### src/rtl/flt2int_seq.sv
`timescale 1ns/1ps
`default_nettype none
// ============================================================================
// Module   : flt2int_seq
// Purpose  : Batch sequencer for the float-to-integer converter core. On a
//            start falling edge it walks a table of 16-bit half-precision
//            operands held in the byte-wide data_mem. For each operand it
//            reads two bytes, hands the value to the converter over a req/ack
//            handshake (with a timeout), writes the 16-bit result back as two
//            bytes, and finally pulses done.
// Ports    : clk      - rising-edge clock
//            reset    - asynchronous active-low reset
//            start    - batch request, a batch begins on its falling edge
//            done     - one-cycle pulse at batch end
//            busy     - high from launch until the done cycle inclusive
//            dm_addr  - data_mem byte address
//            dm_rd    - data_mem read strobe (dm_out valid same cycle)
//            dm_wr    - data_mem write strobe
//            dm_in    - data_mem write data
//            dm_out   - data_mem read data
//            cvt_req  - operand valid to converter
//            cvt_flt  - half-precision operand
//            cvt_ack  - converter result valid
//            cvt_int  - converter result (two's complement)
//            sat_cnt  - saturated results in the last batch
//            tmo_cnt  - timed-out operands in the last batch
// Revision : 1.0 - initial release
// ============================================================================
module flt2int_seq #(
  parameter logic [7:0]  SRC_BASE = 8'd4,
  parameter logic [7:0]  DST_BASE = 8'd64,
  parameter logic [7:0]  COUNT    = 8'd1,
  parameter logic [15:0] TIMEOUT  = 16'd64
) (
  input  logic        clk,
  input  logic        reset,
  input  logic        start,
  output logic        done,
  output logic        busy,
  output logic [7:0]  dm_addr,
  output logic        dm_rd,
  output logic        dm_wr,
  output logic [7:0]  dm_in,
  input  logic [7:0]  dm_out,
  output logic        cvt_req,
  output logic [15:0] cvt_flt,
  input  logic        cvt_ack,
  input  logic [15:0] cvt_int,
  output logic [7:0]  sat_cnt,
  output logic [7:0]  tmo_cnt
);

  localparam logic [2:0] S_IDLE  = 3'd0;
  localparam logic [2:0] S_RD_LO = 3'd1;
  localparam logic [2:0] S_RD_HI = 3'd2;
  localparam logic [2:0] S_CVT   = 3'd3;
  localparam logic [2:0] S_WR_LO = 3'd4;
  localparam logic [2:0] S_WR_HI = 3'd5;
  localparam logic [2:0] S_DONE  = 3'd6;

  localparam logic [15:0] c_sat_pos = 16'h7fff;
  localparam logic [15:0] c_sat_neg = 16'h8000;

  logic [2:0]  r_state;
  logic [2:0]  w_state_nxt;
  logic [7:0]  r_idx;
  logic [7:0]  w_idx_nxt;
  logic        r_start_q;
  logic        w_launch;
  logic [15:0] r_flt;
  logic [15:0] r_res;
  logic [15:0] w_res;
  logic [15:0] r_tmr;
  logic        w_tmo_hit;
  logic        w_is_sat;
  logic [7:0]  w_src_addr;
  logic [7:0]  w_dst_addr;

  logic        r_done;
  logic        r_busy;
  logic [7:0]  r_dm_addr;
  logic        r_dm_rd;
  logic        r_dm_wr;
  logic [7:0]  r_dm_in;
  logic        r_cvt_req;
  logic [7:0]  r_sat_cnt;
  logic [7:0]  r_tmo_cnt;

  // --------------------------------------------------------------------------
  // Next-state logic. All strobes and addresses are registered from the
  // next state so they are glitch-free and line up with the state itself.
  // --------------------------------------------------------------------------
  always_comb begin
    w_launch    = r_start_q & ~start;
    w_tmo_hit   = (r_tmr == (TIMEOUT - 16'd1));
    w_is_sat    = (cvt_int == c_sat_pos) || (cvt_int == c_sat_neg);
    // A timed-out operand is reported as the negative saturation value.
    w_res       = cvt_ack ? cvt_int : c_sat_neg;
    w_state_nxt = r_state;
    w_idx_nxt   = r_idx;

    case (r_state)
      S_IDLE: begin
        if (w_launch) begin
          w_idx_nxt   = 8'd0;
          w_state_nxt = (COUNT == 8'd0) ? S_DONE : S_RD_LO;
        end
      end
      S_RD_LO: w_state_nxt = S_RD_HI;
      S_RD_HI: w_state_nxt = S_CVT;
      S_CVT: begin
        if (cvt_ack || w_tmo_hit) begin
          w_state_nxt = S_WR_LO;
        end
      end
      S_WR_LO: w_state_nxt = S_WR_HI;
      S_WR_HI: begin
        w_idx_nxt   = r_idx + 8'd1;
        w_state_nxt = ((r_idx + 8'd1) == COUNT) ? S_DONE : S_RD_LO;
      end
      S_DONE:  w_state_nxt = S_IDLE;
      default: w_state_nxt = S_IDLE;
    endcase

    // Byte addresses wrap modulo 256 by construction of the 8-bit adders.
    w_src_addr = SRC_BASE + (w_idx_nxt << 1);
    w_dst_addr = DST_BASE + (w_idx_nxt << 1);
  end

  // --------------------------------------------------------------------------
  // State, datapath and output registers.
  // --------------------------------------------------------------------------
  always_ff @(posedge clk or negedge reset) begin
    if (!reset) begin
      r_state   <= S_IDLE;
      r_idx     <= 8'd0;
      r_start_q <= 1'b0;
      r_flt     <= 16'd0;
      r_res     <= 16'd0;
      r_tmr     <= 16'd0;
      r_done    <= 1'b0;
      r_busy    <= 1'b0;
      r_dm_addr <= 8'd0;
      r_dm_rd   <= 1'b0;
      r_dm_wr   <= 1'b0;
      r_dm_in   <= 8'd0;
      r_cvt_req <= 1'b0;
      r_sat_cnt <= 8'd0;
      r_tmo_cnt <= 8'd0;
    end else begin
      r_start_q <= start;
      r_state   <= w_state_nxt;
      r_idx     <= w_idx_nxt;

      r_dm_rd   <= (w_state_nxt == S_RD_LO) || (w_state_nxt == S_RD_HI);
      r_dm_wr   <= (w_state_nxt == S_WR_LO) || (w_state_nxt == S_WR_HI);
      r_cvt_req <= (w_state_nxt == S_CVT);
      r_done    <= (w_state_nxt == S_DONE);
      r_busy    <= (w_state_nxt != S_IDLE);

      // Address/data registers hold their last value outside RD/WR states.
      case (w_state_nxt)
        S_RD_LO: r_dm_addr <= w_src_addr;
        S_RD_HI: r_dm_addr <= w_src_addr + 8'd1;
        S_WR_LO: begin
          r_dm_addr <= w_dst_addr;
          r_dm_in   <= w_res[7:0];
        end
        S_WR_HI: begin
          r_dm_addr <= w_dst_addr + 8'd1;
          r_dm_in   <= r_res[15:8];
        end
        default: ;
      endcase

      if (r_state == S_RD_LO) r_flt[7:0]  <= dm_out;
      if (r_state == S_RD_HI) r_flt[15:8] <= dm_out;

      // Timer counts cycles spent in CVT; zero on every other state so it
      // starts from zero for each operand.
      r_tmr <= (r_state == S_CVT) ? (r_tmr + 16'd1) : 16'd0;

      if ((r_state == S_CVT) && (cvt_ack || w_tmo_hit)) begin
        r_res <= w_res;
      end

      if ((r_state == S_IDLE) && w_launch) begin
        r_sat_cnt <= 8'd0;
        r_tmo_cnt <= 8'd0;
      end else if (r_state == S_CVT) begin
        if (cvt_ack) begin
          if (w_is_sat && (r_sat_cnt != 8'hff)) r_sat_cnt <= r_sat_cnt + 8'd1;
        end else if (w_tmo_hit) begin
          if (r_tmo_cnt != 8'hff) r_tmo_cnt <= r_tmo_cnt + 8'd1;
        end
      end
    end
  end

  assign done    = r_done;
  assign busy    = r_busy;
  assign dm_addr = r_dm_addr;
  assign dm_rd   = r_dm_rd;
  assign dm_wr   = r_dm_wr;
  assign dm_in   = r_dm_in;
  assign cvt_req = r_cvt_req;
  assign cvt_flt = r_flt;
  assign sat_cnt = r_sat_cnt;
  assign tmo_cnt = r_tmo_cnt;

endmodule
`default_nettype wire

### config.mk
export PLATFORM = sky130hd
export DESIGN_NAME = flt2int_seq
export DESIGN_NICKNAME = d
export VERILOG_FILES = /design/src/rtl/flt2int_seq.sv
export SDC_FILE = /design/constraint.sdc
export NUM_CORES = 1
export LEC_CHECK = 0
export BUFFER_PORTS_ARGS = -buffer_cell sky130_fd_sc_hd__buf_2
export CORE_UTILIZATION = 48
export DETAILED_ROUTE_END_ITERATION = 10
export GPL_TIMING_DRIVEN = 0
export MAX_ROUTING_LAYER = met4
export PLACE_DENSITY = 0.81
export SYNTH_ARGS = -nofsm -noshare
export SYNTH_HDL_FRONTEND = slang
export SYNTH_SLANG_ARGS = --single-unit
export TNS_END_PERCENT = 100
### constraint.sdc
create_clock -name clk -period 6.6 [get_ports clk]
set_clock_uncertainty 0.15 [all_clocks]
set_input_delay 0.66 -clock clk [delete_from_list [all_inputs] [get_ports clk]]
set_output_delay 0.66 -clock clk [all_outputs]
set_load 0.01 [all_outputs]
### Yosys cells after proc, flatten, opt, wreduce, memory -nomap -nowiden

Cells that the tools add are included.

| word-level totals | value |
|---|---|
| output and inout bits | 53 |
| latch bits | 0 |
| input bits | 28 |
| ROM bits | 0 |
| logic and storage cells | 85 |
| memories | 0 |
| bits in writable memories | 0 |
| register bits | 97 |

| cells by class | value |
|---|---|
| div/mod/pow operators | 0 |
| eq/ne operators | 19 |
| bitwise operators | 2 |
| add/sub/neg operators | 8 |
| magnitude comparators | 0 |
| shifts and indexed selects | 0 |
| reduce and logical (&&, ||, !) cells | 20 |
| $mul | 0 |
| multiplexer cells | 19 |

Operators with widths:

| operator | count |
|---|---|
| $mux W8 | 10 |
| $add A8 B1 Y8 const B | 5 |
| $mux W16 | 2 |
| $pmux W8 S2 | 2 |
| $pmux W8 S4 | 1 |
| $pmux W3 S6 | 1 |
| $add A16 B1 Y16 const B | 1 |
| $eq A16 B15 Y1 const B | 1 |
| $eq A16 B16 Y1 const B | 1 |
| $eq A16 B6 Y1 const B | 1 |
| $ne A8 B8 Y1 const B | 2 |
| $eq A3 B3 Y1 const B | 5 |
| $reduce_bool A2 Y1 | 7 |
| $eq A3 B2 Y1 const B | 4 |
| $mux W3 | 3 |
| $add A3 B8 Y8 const A | 1 |
| $add A7 B8 Y8 const A | 1 |
| $eq A8 B1 Y1 const B | 1 |
| $eq A3 B1 Y1 const B | 2 |
| $logic_or A1 B1 Y1 | 4 |
| $reduce_and A4 Y1 | 1 |
| $reduce_bool A4 Y1 | 1 |
| $logic_and A1 B1 Y1 | 3 |
| $logic_not A3 Y1 | 1 |
| other kinds (7) | 7 |

### Depth between registers and ports, before layout

| logic depth | value |
|---|---|
| depth after elaboration | 7 |
| gate-level depth with buffers | 10 |
| mapped depth without buffers | 8 |

### Worst setup path after synthesis

Ideal clock, no wire load.

| timing path | value |
|---|---|
| path kind | in2reg |
| from | input port start |
| to | register r_dm_addr[3] (netlist: dm_addr[3]) |
| library setup time | 0.125 ns |
| data arrival time | 2.550 ns |
| data required time | 6.325 ns |
| slack | 3.775 ns |
| path buffers | 1 |
| cell stages on the path | 8 |
| path through | or3b_2 > clkbuf_1 > o21a_1 > o21ai_0 > o21ai_0 > ha_1 > mux2_2 > mux2_2 |

| between the ends | value |
|---|---|
| longest elaborated chain between the ends | 7 |
| elaborated cells between the ends (all ways) | 16 |
| classes of those cells | add/sub (4); eq/ne (4); mux (5); bitwise (2); reduce/logical (1) |

RTL lines:

| element | line | RTL |
|---|---|---|
| from (decl) | 37 | `input logic start,` |
| $not A1 Y1 * | 94 | `w_launch = r_start_q & ~start;` |
| $and A1 B1 Y1 * | 94 |  |
| $mux W8 * | 104 | `if (w_launch) begin` |
| $pmux W8 S2 * | 102 | `case (r_state)` |
| $add A7 B8 Y8 * | 127 | `w_dst_addr = DST_BASE + (w_idx_nxt << 1);` |
| named net w_dst_addr[3] | 77 | `logic [7:0] w_dst_addr;` |
| $add A8 B1 Y8 | 170 | `r_dm_addr <= w_dst_addr + 8'd1;` |
| $pmux W8 S4 * | 162 | `case (w_state_nxt)` |
| to (signal assigned) | 163 | `S_RD_LO: r_dm_addr <= w_src_addr;` |
| to (signal assigned) | 164 | `S_RD_HI: r_dm_addr <= w_src_addr + 8'd1;` |
| to (signal assigned) | 170 |  |
| to (decl) | 81 | `logic [7:0] r_dm_addr;` |

The timed path passes the listed nets; every way through them passes the cells marked *. The select of a mux whose other input is x is not followed.
A chain may end at the register's enable or synchronous reset.

### Worst setup path after layout

| timing path | value |
|---|---|
| from | register r_state[1] |
| to | register r_dm_addr[3] (netlist: dm_addr[3]) |

| between the ends | value |
|---|---|
| longest elaborated chain between the ends | 5 |
| elaborated cells between the ends (all ways) | 20 |
| classes of those cells | add/sub (4); eq/ne (9); mux (5); reduce/logical (2) |

RTL lines:

| element | line | RTL |
|---|---|---|
| from (decl) | 64 | `logic [2:0] r_state;` |
| from (signal assigned) | 152 | `r_state <= w_state_nxt;` |
| $eq A3 B3 Y1 or $logic_not A3 Y1 (tied branches) | 102 |  |
| $pmux W8 S2 * | 102 |  |
| $add A7 B8 Y8 * | 127 |  |
| named net w_dst_addr[3] | 77 |  |
| $add A8 B1 Y8 | 170 |  |
| $pmux W8 S4 * | 162 |  |

The timed path passes the listed nets; every way through them passes the cells marked *.

==> results_dict.tcl <==
set metrics [dict create \
    outcome "complete, but fails checks" \
    violations "DRC" \
    synth_edf_count 0 \
    synthDistinctLibCells 58 \
    synth-async-reset-ratio_pct 100 \
    cts-hold-fix-buffers 0 \
    hpwl_um 7450 \
    antenna_found_initial 0 \
    ys.warnings.count 0 \
    wl_um 10000 \
    p_leak_nw 2.36 \
    fin_cells 627 \
    start_util_pct 50.0 \
    clk_latency_ps 360 \
    path_buf_inv 2 \
    grt_use_total_pct 23.0 \
    slew_headroom_pct 46.2 \
    cts_tree "yes" \
    syn_inst 423 \
    ioPinCount 81 \
    std_cell_rows 34 \
    final_util_pct 58.4 \
    synth_area_sq_um 4400 \
    cts_sinks 89 \
    peakVddDrop_mv 0.284 \
    critPathLaunchType "register" \
    syn_to_final_growth_pct 16.8 \
    io_buffers 80 \
    final_common_cell "dfrtp_1" \
    finalSetupViolCount 0 \
    path_delay_family "compound AO/OA/AOI/OAI gates" \
    coreArea_sq_um 8810 \
    drtIter0Drc 208 \
    numCtsBuffers 9 \
    tightest_slew_ps 805 \
    overflow 0 \
    grt_first_pass_wirelength_um 17100 \
    grt_max_degree 47 \
    crit_chain "buf_2 > or2_2 > clkbuf_1 > o21a_1 > o21ai_0 > o21ai_0 > ha_1 > mux2_2 > mux2_2" \
    cts-root-buf "clkbuf_8" \
    mostFrequentLayoutCells "dfrtp_1, buf_2, nor2_1, nand3_1, nand2_1" \
    r2r_slack_ps 3750 \
    synth_seq_cells 89 \
    die_area_sq_um 9560 \
    synth_nets 457 \
    viasPerCell 5.76 \
    cpMaxStageDelayCell "dfrtp_1" \
    wl_per_cell_um 16.0 \
    crit_type "register to register" \
    slowest_delay_ps 390 \
    avgSynthCellArea_sq_um 10.4 \
    clock.fmax_mhz 351 \
    cts_htree_levels 3 \
    worstSetupEndpointType "register" \
    hold_viol_final 0 \
    die_w_um 97.8 \
    drt_first_pass_iters 8 \
    cts_setup_buffers 0 \
    diodes 0 \
    drc 12 \
    fin_nets 549 \
    drv_cap 0 \
    fillers 747 \
    cts.repair.resized 0 \
    final_max_slew_viol_count 0 \
    dpl.cell_count 612 \
    final.period_utilization_pct 43.1 \
    rsz0062_at_grt "false" \
    cp.required_ps 6700 \
    cp.arrival_ps 2950 \
    synth_ff_type "dfrtp_1" \
    via_count 3613 \
    cts.reportedPaths.clkPinSlew_ps 100 \
    drive_gt1_share_pct 25.6 \
    gp_congestion 0.919 \
    grt_pass1_vias 3637 \
    finalCriticalPeriod_ps 2850 \
    ctsLongestPathBuffers 2 \
    worstPathMaxFanout 10 \
    die_height_um 97.8 \
    cellPowerDensity_nw_per_um2 399 \
    holdCritPathClass "input port to async pin" \
    ant_nets 0 \
    ys_seq_area_share_pct 50.6 \
    tns_ps 0 \
]
[flip-flops by register name, indices dropped and copies added (netlist names)]
name and flops:
r_start_q 1, busy 1, dm_addr 8, done 1
r_state 3, r_idx 8, dm_in 8, sat_cnt 8
dm_wr 1, r_tmr 16, dm_rd 1, r_res 8
cvt_req 1, cvt_flt 16, tmo_cnt 8
[metrics by stage]
| step | hold slack (ps) | setup WS (ps) | total power, W | area, sq um |
|---|---|---|---|---|
| floorplan | 214 | 3780 | 0.00143 | 4400 |
| global placement | 313 | 3490 | 0.00169 | 4940 |
| detailed placement | 330 | 3440 | 0.00172 | 4970 |
| CTS | 134 | 3770 | 0.00207 | 5140 |
| global route | 164 | 3620 | 0.00220 | 5140 |
| finish | 130 | 3750 | 0.00205 | 5140 |
[power by group]
group	leakage [nW]	internal [W]	switching, W
registers	1.14	0.000712	0.0000903
clock network	0.0827	0.000139	0.000202
logic	1.13	0.000401	0.000509
[cells in the mapped netlist, drive strengths merged, types with 9 or more instances]
cell type | number | area, sq um
nand2 | 23 | 86.3
a21oi | 9 | 45.0
mux2 | 19 | 214
nand4 | 9 | 56.3
clkbuf | 14 | 52.6
nand3 | 28 | 140
or3 | 9 | 61.3
inv | 12 | 47.6
a31oi | 11 | 68.8
xnor2 | 14 | 123
o211ai | 10 | 75.1
nor2 | 48 | 180
xor2 | 14 | 123
dfrtp | 89 | 2230
o21ai | 14 | 70.1
buf | 9 | 46.3
[layout make-up]
| class | count | area, sq um | area share [%] |
|---|---|---|---|
| buffer | 23 | 98.8 | 1.92 |
| clock buffer | 9 | 124 | 2.41 |
| clock inverter | 6 | 50.0 | 0.973 |
| inverter | 12 | 47.5 | 0.925 |
| multi-input combinational | 299 | 2030 | 39.5 |
| sequential | 89 | 2230 | 43.3 |
| tap | 108 | 135 | 2.63 |
| timing repair buffer | 81 | 430 | 8.37 |
[routing by layer]
metal  wire length [um]  track usage (%)
met2               5040             37.8
met5                  0                -
met3                506             5.08
met4                136             6.88
met1               4330             28.5
[cells by family after synthesis]
logic type	Yosys count	synth area share [%]
multiplexers	23	5.77
AO/OA/AOI/OAI	77	13.0
AND/OR/NAND/NOR	165	20.1
flip-flops	89	50.6
buffers and inverters	35	3.33
adder cells (fa/ha/maj)	6	1.71
XOR/XNOR	28	5.57
[worst paths after layout]
| path | startpoint | to | cells past startpoint |
|---|---|---|---|
| max | r_state[1] | dm_addr[3] | 9 |
| min in group clk | start | r_start_q | 1 |
| min reg2reg | r_tmr[0] | r_tmr[0] | 1 |
| max reg2reg | r_state[1] | dm_addr[3] | 9 |
| min | reset | tmo_cnt[2] | 1 |
| max in group asynchronous | reset | r_state[0] | 2 |
[worst reg2reg max path, delay by kind of cell, from the launching register on]
kind | cells | cell delay [ps]
AO/OA/AOI/OAI | 3 | 680
adder cells (fa/ha/maj) | 1 | 340
buffers and inverters | 2 | 380
flip-flops | 1 | 390
multiplexers | 2 | 510
AND/OR/NAND/NOR | 1 | 280
Note: power is estimated with default switching activity, not from simulation.
